### config.mk
export PLATFORM = sky130hd
export DESIGN_NAME = code_mem_arbiter
export DESIGN_NICKNAME = d
export VERILOG_FILES = /design/src/rtl/code_mem_arbiter.sv
export SDC_FILE = /design/constraint.sdc
export NUM_CORES = 1
export LEC_CHECK = 0
export BUFFER_PORTS_ARGS = -buffer_cell sky130_fd_sc_hd__buf_2
export CORE_ASPECT_RATIO = 0.7
export CORE_MARGIN = 5
export CORE_UTILIZATION = 47
export CTS_CLUSTER_DIAMETER = 80
export DETAILED_ROUTE_END_ITERATION = 12
export PLACE_DENSITY = 0.83
export SLEW_MARGIN = 20
export SYNTH_ARGS = -nofsm -noshare
export SYNTH_HDL_FRONTEND = slang
export SYNTH_SLANG_ARGS = --single-unit
export TNS_END_PERCENT = 30
### constraint.sdc
create_clock -name clk -period 4.2 [get_ports clk]
set_input_delay 1.05 -clock clk [delete_from_list [all_inputs] [get_ports clk]]
set_output_delay 1.05 -clock clk [all_outputs]
set_load 0.05 [all_outputs]
### src/rtl/code_mem_arbiter.sv
// Arbitrates the single-port code memory between instruction fetch (F) and data reads (D).
// Define CODE_MEM_ARB_RR_EN for round-robin arbitration; otherwise D has fixed priority over F.
module code_mem_arbiter #(
    parameter int ADDRWIDTH = 8
) (
    input  logic                 clk,
    input  logic                 rst,
    input  logic                 f_req,
    input  logic [ADDRWIDTH-1:0] f_addr,
    output logic                 f_ack,
    input  logic                 d_req,
    input  logic [ADDRWIDTH-1:0] d_addr,
    output logic                 d_ack,
    output logic [7:0]           rdata,
    output logic                 mem_cs_n,
    output logic [ADDRWIDTH-1:0] mem_addr,
    input  logic [7:0]           mem_dout,
    output logic                 busy,
    output logic                 gnt_d
);

    typedef enum logic [1:0] {
        IDLE = 2'd0,
        READ = 2'd1,
        RESP = 2'd2
    } state_t;

    state_t state;
    logic   win_d;

`ifdef CODE_MEM_ARB_RR_EN
    // Pointer names the port that wins a tie: 0 = F next, 1 = D next.
    logic rr_d;

    always_comb begin
        win_d = d_req && (!f_req || rr_d);
    end
`else
    always_comb begin
        win_d = d_req;
    end
`endif

    always_ff @(posedge clk) begin
        if (rst) begin
            state    <= IDLE;
            mem_cs_n <= 1'b1;
            mem_addr <= '0;
            rdata    <= 8'h00;
            f_ack    <= 1'b0;
            d_ack    <= 1'b0;
            busy     <= 1'b0;
            gnt_d    <= 1'b0;
`ifdef CODE_MEM_ARB_RR_EN
            rr_d     <= 1'b0;
`endif
        end else begin
            case (state)
                IDLE: begin
                    f_ack <= 1'b0;
                    d_ack <= 1'b0;
                    if (f_req || d_req) begin
                        gnt_d    <= win_d;
                        mem_addr <= win_d ? d_addr : f_addr;
                        mem_cs_n <= 1'b0;
                        busy     <= 1'b1;
                        state    <= READ;
`ifdef CODE_MEM_ARB_RR_EN
                        rr_d     <= !win_d;
`endif
                    end
                end
                READ: begin
                    // Memory latched the address on the negedge; its byte is stable now.
                    rdata    <= mem_dout;
                    mem_cs_n <= 1'b1;
                    f_ack    <= !gnt_d;
                    d_ack    <= gnt_d;
                    state    <= RESP;
                end
                RESP: begin
                    f_ack <= 1'b0;
                    d_ack <= 1'b0;
                    busy  <= 1'b0;
                    state <= IDLE;
                end
                default: begin
                    state <= IDLE;
                end
            endcase
        end
    end

endmodule

== Word-level counts from Yosys, hierarchy flattened ==
Index checks and enable logic that the tools add are counted.

* Register bits: 23
* Bits in latches: 0
* Memory bits (writable): 0
* Bits in read-only memories: 0
* Output and inout bits: 21
* Memories kept: 0

* Add/sub/neg operators: 0
* $mul: 0
* Divide/modulo/power cells: 0
* $lt $le $gt $ge: 0
* Equal/unequal tests: 3
* Shifts and indexed selects: 0
* Mux-type cells: 9
* Bitwise logic cells: 0
* Reduce and logical (&&, ||, !) cells: 10

{| class="wikitable"
|+ Operators by type and width
! operator !! count
|-
| 2-to-1 mux 8 bit || 1
|-
| case mux 1 bit (2 select lines) || 4
|-
| AND reduction 2 bit || 3
|-
| nonzero test 2 bit || 3
|-
| case mux 2 bit (2 select lines) || 1
|-
| == test 2 x 1 -> 1 bit (second input constant) || 1
|-
| == test 2 bit (second input constant) || 1
|-
| logical NOT 2 bit || 1
|-
| 2-to-1 mux 1 bit || 2
|-
| 2-to-1 mux 2 bit || 1
|-
| inequality test 2 bit (second input constant) || 1
|-
| OR reduction 2 bit || 1
|-
| logical NOT 1 bit || 1
|-
| logical OR 1 bit || 1
|}

== Depth between registers and ports, before layout ==
Gate-level depths: netlist of run 1.

* Depth in word-level cells: 3
* Mapped depth: 6

== Least setup slack after synthesis of run 1 ==
No wires, ideal clock.

* Path kind: input-to-reg
* Start: input d_req
* End: register mem_addr[0]
* Arrival time: 1.965 ns
* Required time: 4.119 ns
* Path slack: 2.154 ns
* Stages on the path: 6
* Cell sequence: buf_6 > or2_1 > buf_6 > and2_4 > buf_6 > a211oi_2

* Cells in the longest elaborated chain, start to end: 2
* Elaborated cells on any way between the ends: 3

{| class="wikitable"
|+ RTL lines
! element !! RTL line !! RTL
|-
| start, declared || 11 || <nowiki>input logic d_req,</nowiki>
|-
| logical OR 1 bit || 62 || <nowiki>if (f_req || d_req) begin</nowiki>
|-
| AND reduction 2 bit (no line) || n/a ||
|-
| end signal, assigned || 64 || <nowiki>mem_addr <= win_d ? d_addr : f_addr;</nowiki>
|-
| end, declared || 16 || <nowiki>output logic [ADDRWIDTH-1:0] mem_addr,</nowiki>
|}

Parallel ways exist; a longest one is shown, timed or not.
A chain may end at the register's enable or synchronous reset.

== Worst setup path after layout of run 1 ==
* Start: register mem_cs_n
* End: output mem_cs_n

{| class="wikitable"
|+ RTL lines
! element !! RTL line !! RTL
|-
| start, declared || 15 || <nowiki>output logic mem_cs_n,</nowiki>
|-
| start signal, assigned || 47 || <nowiki>mem_cs_n <= 1'b1;</nowiki>
|-
| start signal, assigned || 65 || <nowiki>mem_cs_n <= 1'b0;</nowiki>
|-
| start signal, assigned || 76 || <nowiki>mem_cs_n <= 1'b1;</nowiki>
|}

No word-level cell between the ends.

==> results of run 1 <==
==> placed cells by master (no fill, tap or decap) <==
cell         n
a211o_1      1
a211oi_2     8
a21bo_2      1
a21oi_1     19
and2_4       1
buf_2       48
clkbuf_4     3
clkinvlp_4   1
dfxtp_1     23
inv_1        1
mux2i_1      8
nand2_1     18
nand2b_1     2
nor2_1       5
nor2b_1      2
nor3_1       1
o21ai_0      1
or2_1        1
==> final timing paths <==
check | from | endpoint | slack (ns)
setup / recovery | mem_cs_n | mem_cs_n | 2.18
setup reg to reg | state[0] | mem_cs_n | 2.65
hold reg to reg | rdata[1] | rdata[1] | 0.46
hold / removal | rdata[1] | rdata[1] | 0.46
==> flip-flops by register name, summed over array words and instances (netlist names) <==
name,flops
mem_cs_n,1
rdata,8
busy,1
f_ack,1
d_ack,1
mem_addr,8
state,2
gnt_d,1
==> cell usage after synthesis (all sizes together) <==
| cell type | number | area share [%] |
|---|---|---|
| nor3 | 1 | 0.53 |
| inv | 1 | 0.40 |
| or2 | 1 | 0.66 |
| nand2b | 2 | 1.3 |
| nand2 | 18 | 7.1 |
| a211o | 1 | 0.92 |
| a21oi | 19 | 10 |
| clkbuf | 4 | 1.6 |
| nor2b | 2 | 1.3 |
| a21bo | 1 | 1.1 |
| buf | 4 | 4.0 |
| mux2i | 8 | 8.5 |
| a211oi | 8 | 11 |
| o21ai | 1 | 0.53 |
| nor2 | 5 | 2.0 |
| dfxtp | 23 | 49 |
| and2 | 1 | 0.92 |
==> kinds of logic after synthesis <==
| logic type | Yosys count | synth area share (%) |
|---|---|---|
| AO/OA/AOI/OAI | 30 | 23.1 |
| flip-flops | 23 | 48.6 |
| AND/OR/NAND/NOR | 30 | 13.9 |
| multiplexers | 8 | 8.45 |
| buffers and inverters | 9 | 5.94 |
==> cell type report <==
cell class | instances | share of cell area, %
Clock buffer | 3 | 1.89
Clock inverter | 1 | 0.630
Inverter | 1 | 0.315
Multi-Input combinational cell | 68 | 36.1
Sequential cell | 23 | 38.6
Tap cell | 22 | 2.31
Timing Repair Buffer | 48 | 20.1
==> metal layers <==
| layer | part of all wire [%] | vias to the layer above | GRT usage, % | wire length [um] |
|---|---|---|---|---|
| met2 | 55 | 20 | 27.3 | 1200 |
| li1 | - | 426 | - | - |
| met4 | 0.97 | 0 | 6.22 | 21 |
| met1 | 40 | 388 | 16.8 | 872 |
| met3 | 3.9 | 2 | 4.69 | 85 |
| met5 | 0 | - | 0 | 0 |
==> per-stage QoR <==
step	total power [W]	hold slack, ns	setup WS [ns]	cells
floorplan	0.000369	0.487	2.15	100
global placement	0.000399	0.439	2.03	162
detailed placement	0.000403	0.444	1.98	162
CTS	0.000509	0.462	2.17	166
global route	0.000529	0.488	2.11	166
finish	0.000504	0.462	2.18	166
==> report_power, final <==
part / internal, W / leakage [nW] / switching [W]
sequential: 0.000237 / 0.190 / 0.0000105
clock: 0.0000365 / 0.0139 / 0.0000699
combinational: 0.0000438 / 0.362 / 0.000106
==> results.md, run 1 <==
* Status: finished clean
* Row cnt at 13
* IO Count at 49
* CTS resizes at 0
* Antenna Nets Post-Route at 0
* Tightest Pin Transition at 0.725 ns
* Vias in the first global route at 778
* Final HPWL DP at 1740 um
* Layout Skew at 0.0132 ns
* Crit Path Category: flip-flop to output pin
* Die area at 0.00303 mm2
* Max Slew Vio Count at 0
* Critical path data required time at 3.15 ns
* Placer congestion estimate at 0.684
* Setup crit end kind: output pin
* CP startpoint kind: flip-flop
* WL/cell at 13.1 um
* GRT Resource Usage Total at 15.0%
* Worst path slowest cell: dfxtp_1
* Buf/Inv on CP at 1
* Starting DRT DRC Count at 29
* Setup-failing EPs final at 0
* Seq/Total Area, Yosys at 48.6%
* PortBufs at 48
* DP Area at 0.00116 mm2
* Share of layout cells above drive strength 1 at 43.1%
* Max-cap violations at 0
* Seq cells post-synth at 23
* Yosys cell types at 18
* CP Cell Sequence: buf_2
* First-pass GRT wire length at 3480 um
* Critical path depth at 1
* RSZ-0062 raised after global routing: false
* Cells on worst reg2reg path at 3
* CTS Buf Count at 3
* Clock sink count at 23
* Antenna Cells at 0
* Fillers at 158
* Leak Pwr at 0.566 nW
* Starting Density at 50.2%
* Drt pass-1 iters at 6
* Tmin final at 2.02 ns
* Clk slew on worst S/H paths at 0.13 ns
* Layout Nets at 173
* Area occupied by multi-input gates at 430 um2
* Crit-path max FO at 2
* Routed via count at 836
* Vias per cell at 5.04
* Arr. time, crit path at 0.97 ns
* Highest ir drop seen on vdd at 271 uV
* Final-report hold violation count at 0
* Achievable clock frequency at 0.495 GHz
* Later-pin clock latency in the skew report at 0.33 ns
* GRT Residual Overflow at 0
* Clock tree buffer depth at 2
* DRC viols at 0
* Initial antenna violation count at 0
* Tightest Hold Check Type: flip-flop to flip-flop
* Register area at 460 um2
* Fin util at 63.2%
* Die Height at 47.6 um
* Syn_area_per_cell at 9.47 um2
* CTS Hold Buffers Added at 0
* YS warnings at 0
* Core ar. at 0.00189 mm2
* Worst path top cell family by delay: flip-flops
* PD cells at 423 mW/mm2
* Cell area after synthesis at 947 um2
* Root buf cell: clkbuf_4
* Mapped Nets at 128
* Cells after Synth at 100
* Hold depth at 2
* CTS tree: built
* TNS Setup at 0 ns
* Final Cycle Share at 48.1%
* Largest net degree at the start of global routing at 23
* H-tree Lvls at 1
* Rel. slew slack at 51.5%
* Postcts setup bufs at 0
* CP max stage delay at 0.37 ns
* Die width at 63.7 um
* Wirelength, routed at 2180 um
* Final non-filler cell area at 0.00119 mm2
* Area grow syn2layout at 25.9%
(Power assumes the default switching activity.)
==> run 2, diff against run 1 <==
Settings changed: ABC_AREA from default to 1, CORE_UTILIZATION 47 to 43, PLACE_DENSITY 0.83 to 0.76.
Clock period 4.2 ns to 2.1 ns, I/O delays scaled along.
==> run 2 against run 1 <==
- design area is 3.0% higher
- global-route usage shrank 0.44 points
- hold slack lost 0.066 ns
- sequential share of layout area shrank 1.1 points
- clock-buffer cell count stayed put
- power increased by 96%
- non-clock buffer count unchanged
- critical path depth unchanged
- largest power group unchanged
==> results.md, run 2 <==
* Status: finished clean
* Final-report hold violation count at 0
* Top cells by area, synth: dfxtp_1 (48%), nand2_1 (28%), nor2_1 (7.0%)
* Initial antenna violation count at 0
* CTS Buf Count at 3
* Buf/Inv on CP at 1
* Row cnt at 14
* Crit-path max FO at 4
* Setup-failing EPs final at 0
* Fillers at 227
* Root buf cell: clkbuf_4
* Largest net degree at the start of global routing at 21
* Max-cap violations at 0
* Reg2reg setup slack at 0.93 ns
* Largest registers: mem_addr: 8 flops, rdata: 8 flops, state: 2 flops
* CP max stage delay at 0.41 ns
* Clock sink count at 23
* H-tree Lvls at 1
* CTS resizes at 0
* Dominant cell type by area after synthesis: dfxtp_1
* Core ar. at 0.00214 mm2
* Postcts setup bufs at 0
* Worst path top cell family by delay: flip-flops
* Max Slew Vio Count at 0
* CTS tree: built
* IO Count at 49
* Synth top area share at 48.0%
* PD cells at 804 mW/mm2
* Cell area after synthesis at 958 um2
* RSZ-0062 raised after global routing: false
* Final non-filler cell area at 0.00123 mm2
* CP Cell Sequence: buf_2
* Critical path data required time at 1.57 ns
* TNS Setup at 0 ns
* Syn_area_per_cell at 6.85 um2
* Final HPWL DP at 1770 um
* Routed via count at 953
* Starting Density at 44.8%
* Antenna Nets Post-Route at 0
* Crit Path Category: flip-flop to output pin
* Tightest Pin Transition at 0.400 ns
* Layout Nets at 217
* Post-synth EDFFs at 0
* Achievable clock frequency at 0.653 GHz
* Leak Pwr at 0.720 nW
* Cells after Synth at 140
* DRC viols at 0
* Wirelength, routed at 2250 um
* Share of layout cells above drive strength 1 at 30.9%
* Drt pass-1 iters at 4
* PortBufs at 48
* DP Area at 0.00120 mm2
* Die width at 66.4 um
* Final Cycle Share at 73.0%
* Tmin final at 1.53 ns
* Highest ir drop seen on vdd at 515 uV
* Yosys cell types at 15
* Tightest Hold Check Type: primary input to flip-flop
* WL/cell at 10.2 um
* GRT Residual Overflow at 0
* Clk slew on worst S/H paths at 0.12 ns
* Placer congestion estimate at 0.665
* Clock tree buffer depth at 2
* Antenna Cells at 0
* Top-count cell post-synth: nand2_1
* Most frequent cells in the layout: nand2_1 (72), buf_2 (48), dfxtp_1 (23), nor2_1 (18), inv_1 (11)
* Vias in the first global route at 866
* Worst path slowest cell: dfxtp_1
* Die Height at 49.5 um
* Primary FF master, synth: dfxtp_1
* Min Hold Slack at 0.395 ns
* CTS Hold Buffers Added at 0
* Seq/Total Area, Yosys at 48.0%
* Post-synth ARST share at 0%
* Area grow syn2layout at 28.2%
* Rel. slew slack at 73.4%
* Commonest cells in the synthesized netlist: nand2_1 (72), dfxtp_1 (23), nor2_1 (18)
* Arr. time, crit path at 1.01 ns
* GRT Resource Usage Total at 14.5%
* Seq cells post-synth at 23
* Die area at 0.00329 mm2
* Most common cell after layout, fill and taps aside: nand2_1
* Layout Skew at 0.00680 ns
* Setup crit end kind: output pin
* Mapped Nets at 168
* Vias per cell at 4.33
* YS warnings at 0
* First-pass GRT wire length at 3630 um
* Later-pin clock latency in the skew report at 0.31 ns
* CP startpoint kind: flip-flop
* Starting DRT DRC Count at 29
==> run 2: changes by cell type in the layout (fill, tap and decap cells not counted), sizes merged, moves of 2 or more <==
cell and change:
nand2 +56, a21oi -16, nor2 +14, inv +11
a211oi -8, mux2i -8, clkinv +2, nand2b -2
nand3 +2, nor2b -2
==> run 2: logic make-up after synthesis <==
logic type / Yosys count / share of synthesized area, %
buffers and inverters: 17 / 9.53
DFF: 23 / 48.0
and+or+nand+nor: 95 / 38.8
AOI/OAI and AO/OA: 5 / 3.65
==> run 2: where the power goes <==
group	switching (W)	leakage [nW]	total, W	internal [W]
combinational	0.000215	0.512	0.000290	0.0000754
sequential	0.0000207	0.190	0.000495	0.000474
clock	0.000131	0.0177	0.000202	0.0000712
total	0.000366	0.720	0.000987	0.000621
==> run 2: worst paths after layout <==
check / cells past startpoint / end / start
setup / recovery: 1 / gnt_d / gnt_d
hold / removal: 3 / rdata[3] / mem_dout[3]
setup reg to reg: 5 / mem_addr[5] / state[0]
hold reg to reg: 2 / rdata[3] / rdata[3]
==> run 2: metrics by stage <==
stage	power [W]	utilization, %	std cells	setup slack, ns
final	0.000987	57.5	220	0.568
after floorplan	0.000729	-	140	0.926
after global routing	0.00105	57.5	220	0.515
after global placement	0.000790	56.2	216	0.690
after detailed placement	0.000797	56.2	216	0.633
after CTS	0.000997	57.5	220	0.564
==> run 2: final cells by class <==
class / instances / area, um2 / share of cell area (%)
clock inverter: 1 / 5.00 / 0.407
sequential: 23 / 460 / 37.5
inverter: 13 / 53.8 / 4.38
multi-input combinational: 100 / 407 / 33.1
clock buffer: 3 / 22.5 / 1.83
tap: 32 / 40.0 / 3.26
timing repair buffer: 48 / 240 / 19.6
==> run 2: routing by layer <==
layer,track usage (%),vias to the layer above,part of all wire [%]
met3,4.09,5,4.0
li1,-,512,-
met2,26.2,21,53
met5,0,-,0
met4,7.09,0,2.0
met1,15.2,415,41
==> run 3, diff against run 2 <==
Settings changed: ABC_AREA 1 to 0, PLACE_DENSITY 0.76 to 0.77.
Clock period 2.1 ns to 1.5 ns, I/O delays scaled along.
==> run 3 against run 2 <==
- sequential share of layout area increased by 0.15 points
- critical path depth unchanged
- combinational power grew 49%
- hold slack got worse by 0.099 ns
- worst setup slack worse by 0.37 ns
- final cell count shrank 19%
- sequential power is 40% higher
- clock skew down 0.0057 ns
- clock-buffer cell count rose by 1
- first-iteration DRC count shrank 14%
- critical path type unchanged
- critical endpoint is now mem_addr[4]
- largest cell class unchanged
- highest routed layer unchanged
==> results.md, run 3 (synthesis results as in run 1) <==
* Worst path top cell family by delay: flip-flops
* Final HPWL DP at 1750 um
* Fin util at 57.7%
* Highest ir drop seen on vdd at 590 uV
* Clock sink count at 23
* Leak Pwr at 0.581 nW
* WL/cell at 12.3 um
* Pre-CTS setup slack at 0.132 ns
* DRC viols at 0
* Die width at 66.1 um
* Root buf cell: clkbuf_4
* Max-cap violations at 0
* Crit-path max FO at 2
* Vias in the first global route at 833
* Clock Power Share at 19.6%
* PD cells at 1140 mW/mm2
* Max Slew Vio Count at 0
* Starting Density at 44.7%
* Largest net degree at the start of global routing at 23
* Internal power at 0.000899 W
* CTS resizes at 0
* Critical path data required time at 1.12 ns
* Clk slew on worst S/H paths at 0.11 ns
* Clock tree buffer depth at 2
* CP max stage delay at 0.36 ns
* CP Cell Sequence: buf_2
* Most common cell after layout, fill and taps aside: buf_2
* Antenna Nets Post-Route at 0
* GRT Residual Overflow at 0
* Crit Path Category: flip-flop to output pin
* Initial antenna violation count at 0
* Tightest Pin Transition at 0.462 ns
* Postcts setup bufs at 0
* Largest registers: mem_addr: 8 flops, rdata: 8 flops, state: 2 flops
* GRT Resource Usage Total at 14.3%
* Layout Nets at 176
* Die Height at 49.3 um
* CP startpoint kind: flip-flop
* Final-report hold violation count at 0
* H-tree Lvls at 1
* Later-pin clock latency in the skew report at 0.30 ns
* Placed instance count at 175
* Arr. time, crit path at 0.93 ns
* Starting DRT DRC Count at 25
* PortBufs at 48
* Combinational power share at 30.9%
* Rel. slew slack at 69.2%
* Area grow syn2layout at 29.2%
* Layout Skew at 0.00113 ns
* Antenna Cells at 0
* Core ar. at 0.00212 mm2
* Sw Share at 35.6%
* Vias per cell at 4.75
* Share of layout cells above drive strength 1 at 43.5%
* Drt pass-1 iters at 2
* Final std cells w/o fill at 179
* Row cnt at 14
* Min Hold Slack at 0.296 ns
* Setup-failing EPs final at 0
* Reg2reg setup slack at 0.25 ns
* Psw at 0.000497 W
* Wirelength, routed at 2200 um
* PnR worst setup slack at 0.199 ns
* RSZ-0062 raised after global routing: false
* IO Count at 49
* CTS tree: built
* Tmin final at 1.30 ns
* Sequential power share at 49.5%
* Routed via count at 851
* CTS Hold Buffers Added at 0
* First-pass GRT wire length at 3620 um
* CTS Buf Count at 3
* Tightest Hold Check Type: primary input to flip-flop
* Worst path slowest cell: dfxtp_1
* Status: finished clean
* Most frequent cells in the layout: buf_2 (48), dfxtp_1 (23), a21oi_1 (19), nand2_1 (18)
* Setup crit end kind: output pin
* Achievable clock frequency at 0.769 GHz
* Die area at 0.00326 mm2
* TNS Setup at 0 ns
* Buf/Inv on CP at 1
* Placer congestion estimate at 0.748
* Final Cycle Share at 86.7%
==> run 3: final cells by class <==
cell class,count,area (um2)
Inverter,1,3.75
Fill cell,193,896
Timing Repair Buffer,51,263
Clock buffer,4,26.3
Sequential cell,23,460
Multi-Input combinational cell,68,430
Tap cell,32,40.0
==> run 3: worst reg2reg max path, cell delays in order, from the launching register on <==
cell	delay [ns]
dfxtp_1	0.37
nor2_1	0.29
buf_4	0.22
a21oi_1	0.09
a211oi_2	0.20
==> run 3: power by group through the flow <==
stage / combinational (W) / sequential, W / clock [W]
after floorplan: 0.000160 / 0.000873 / 0
after global placement: 0.000424 / 0.000705 / 0
after detailed placement: 0.000434 / 0.000705 / 0
after CTS: 0.000435 / 0.000692 / 0.000293
after global routing: 0.000461 / 0.000699 / 0.000319
final: 0.000431 / 0.000691 / 0.000274
==> run 3: per-layer routing <==
metal	wire length [um]	vias to the layer above	part of all wire (%)	GRT usage (%)
li1	-	438	-	-
met1	944	399	43	15.2
met2	1170	12	53	26.7
met3	56	2	2.5	3.46
met4	28	0	1.3	5.07
met5	0	-	0	0
==> run 3: worst paths after layout <==
path               startpoint           to  cells after the start
setup / recovery  mem_addr[4]  mem_addr[4]                      1
hold / removal    mem_dout[7]     rdata[7]                      3
setup reg to reg     state[1]  mem_addr[3]                      4
hold reg to reg      rdata[0]     rdata[0]                      2
==> run 3: metrics by stage <==
step	cell area [um2]	total power [W]
2_1_floorplan	947	0.00103
4_1_cts	1220	0.00142
5_1_grt	1220	0.00148
3_5_place_dp	1200	0.00114
3_3_place_gp	1200	0.00113
6_report	1220	0.00140
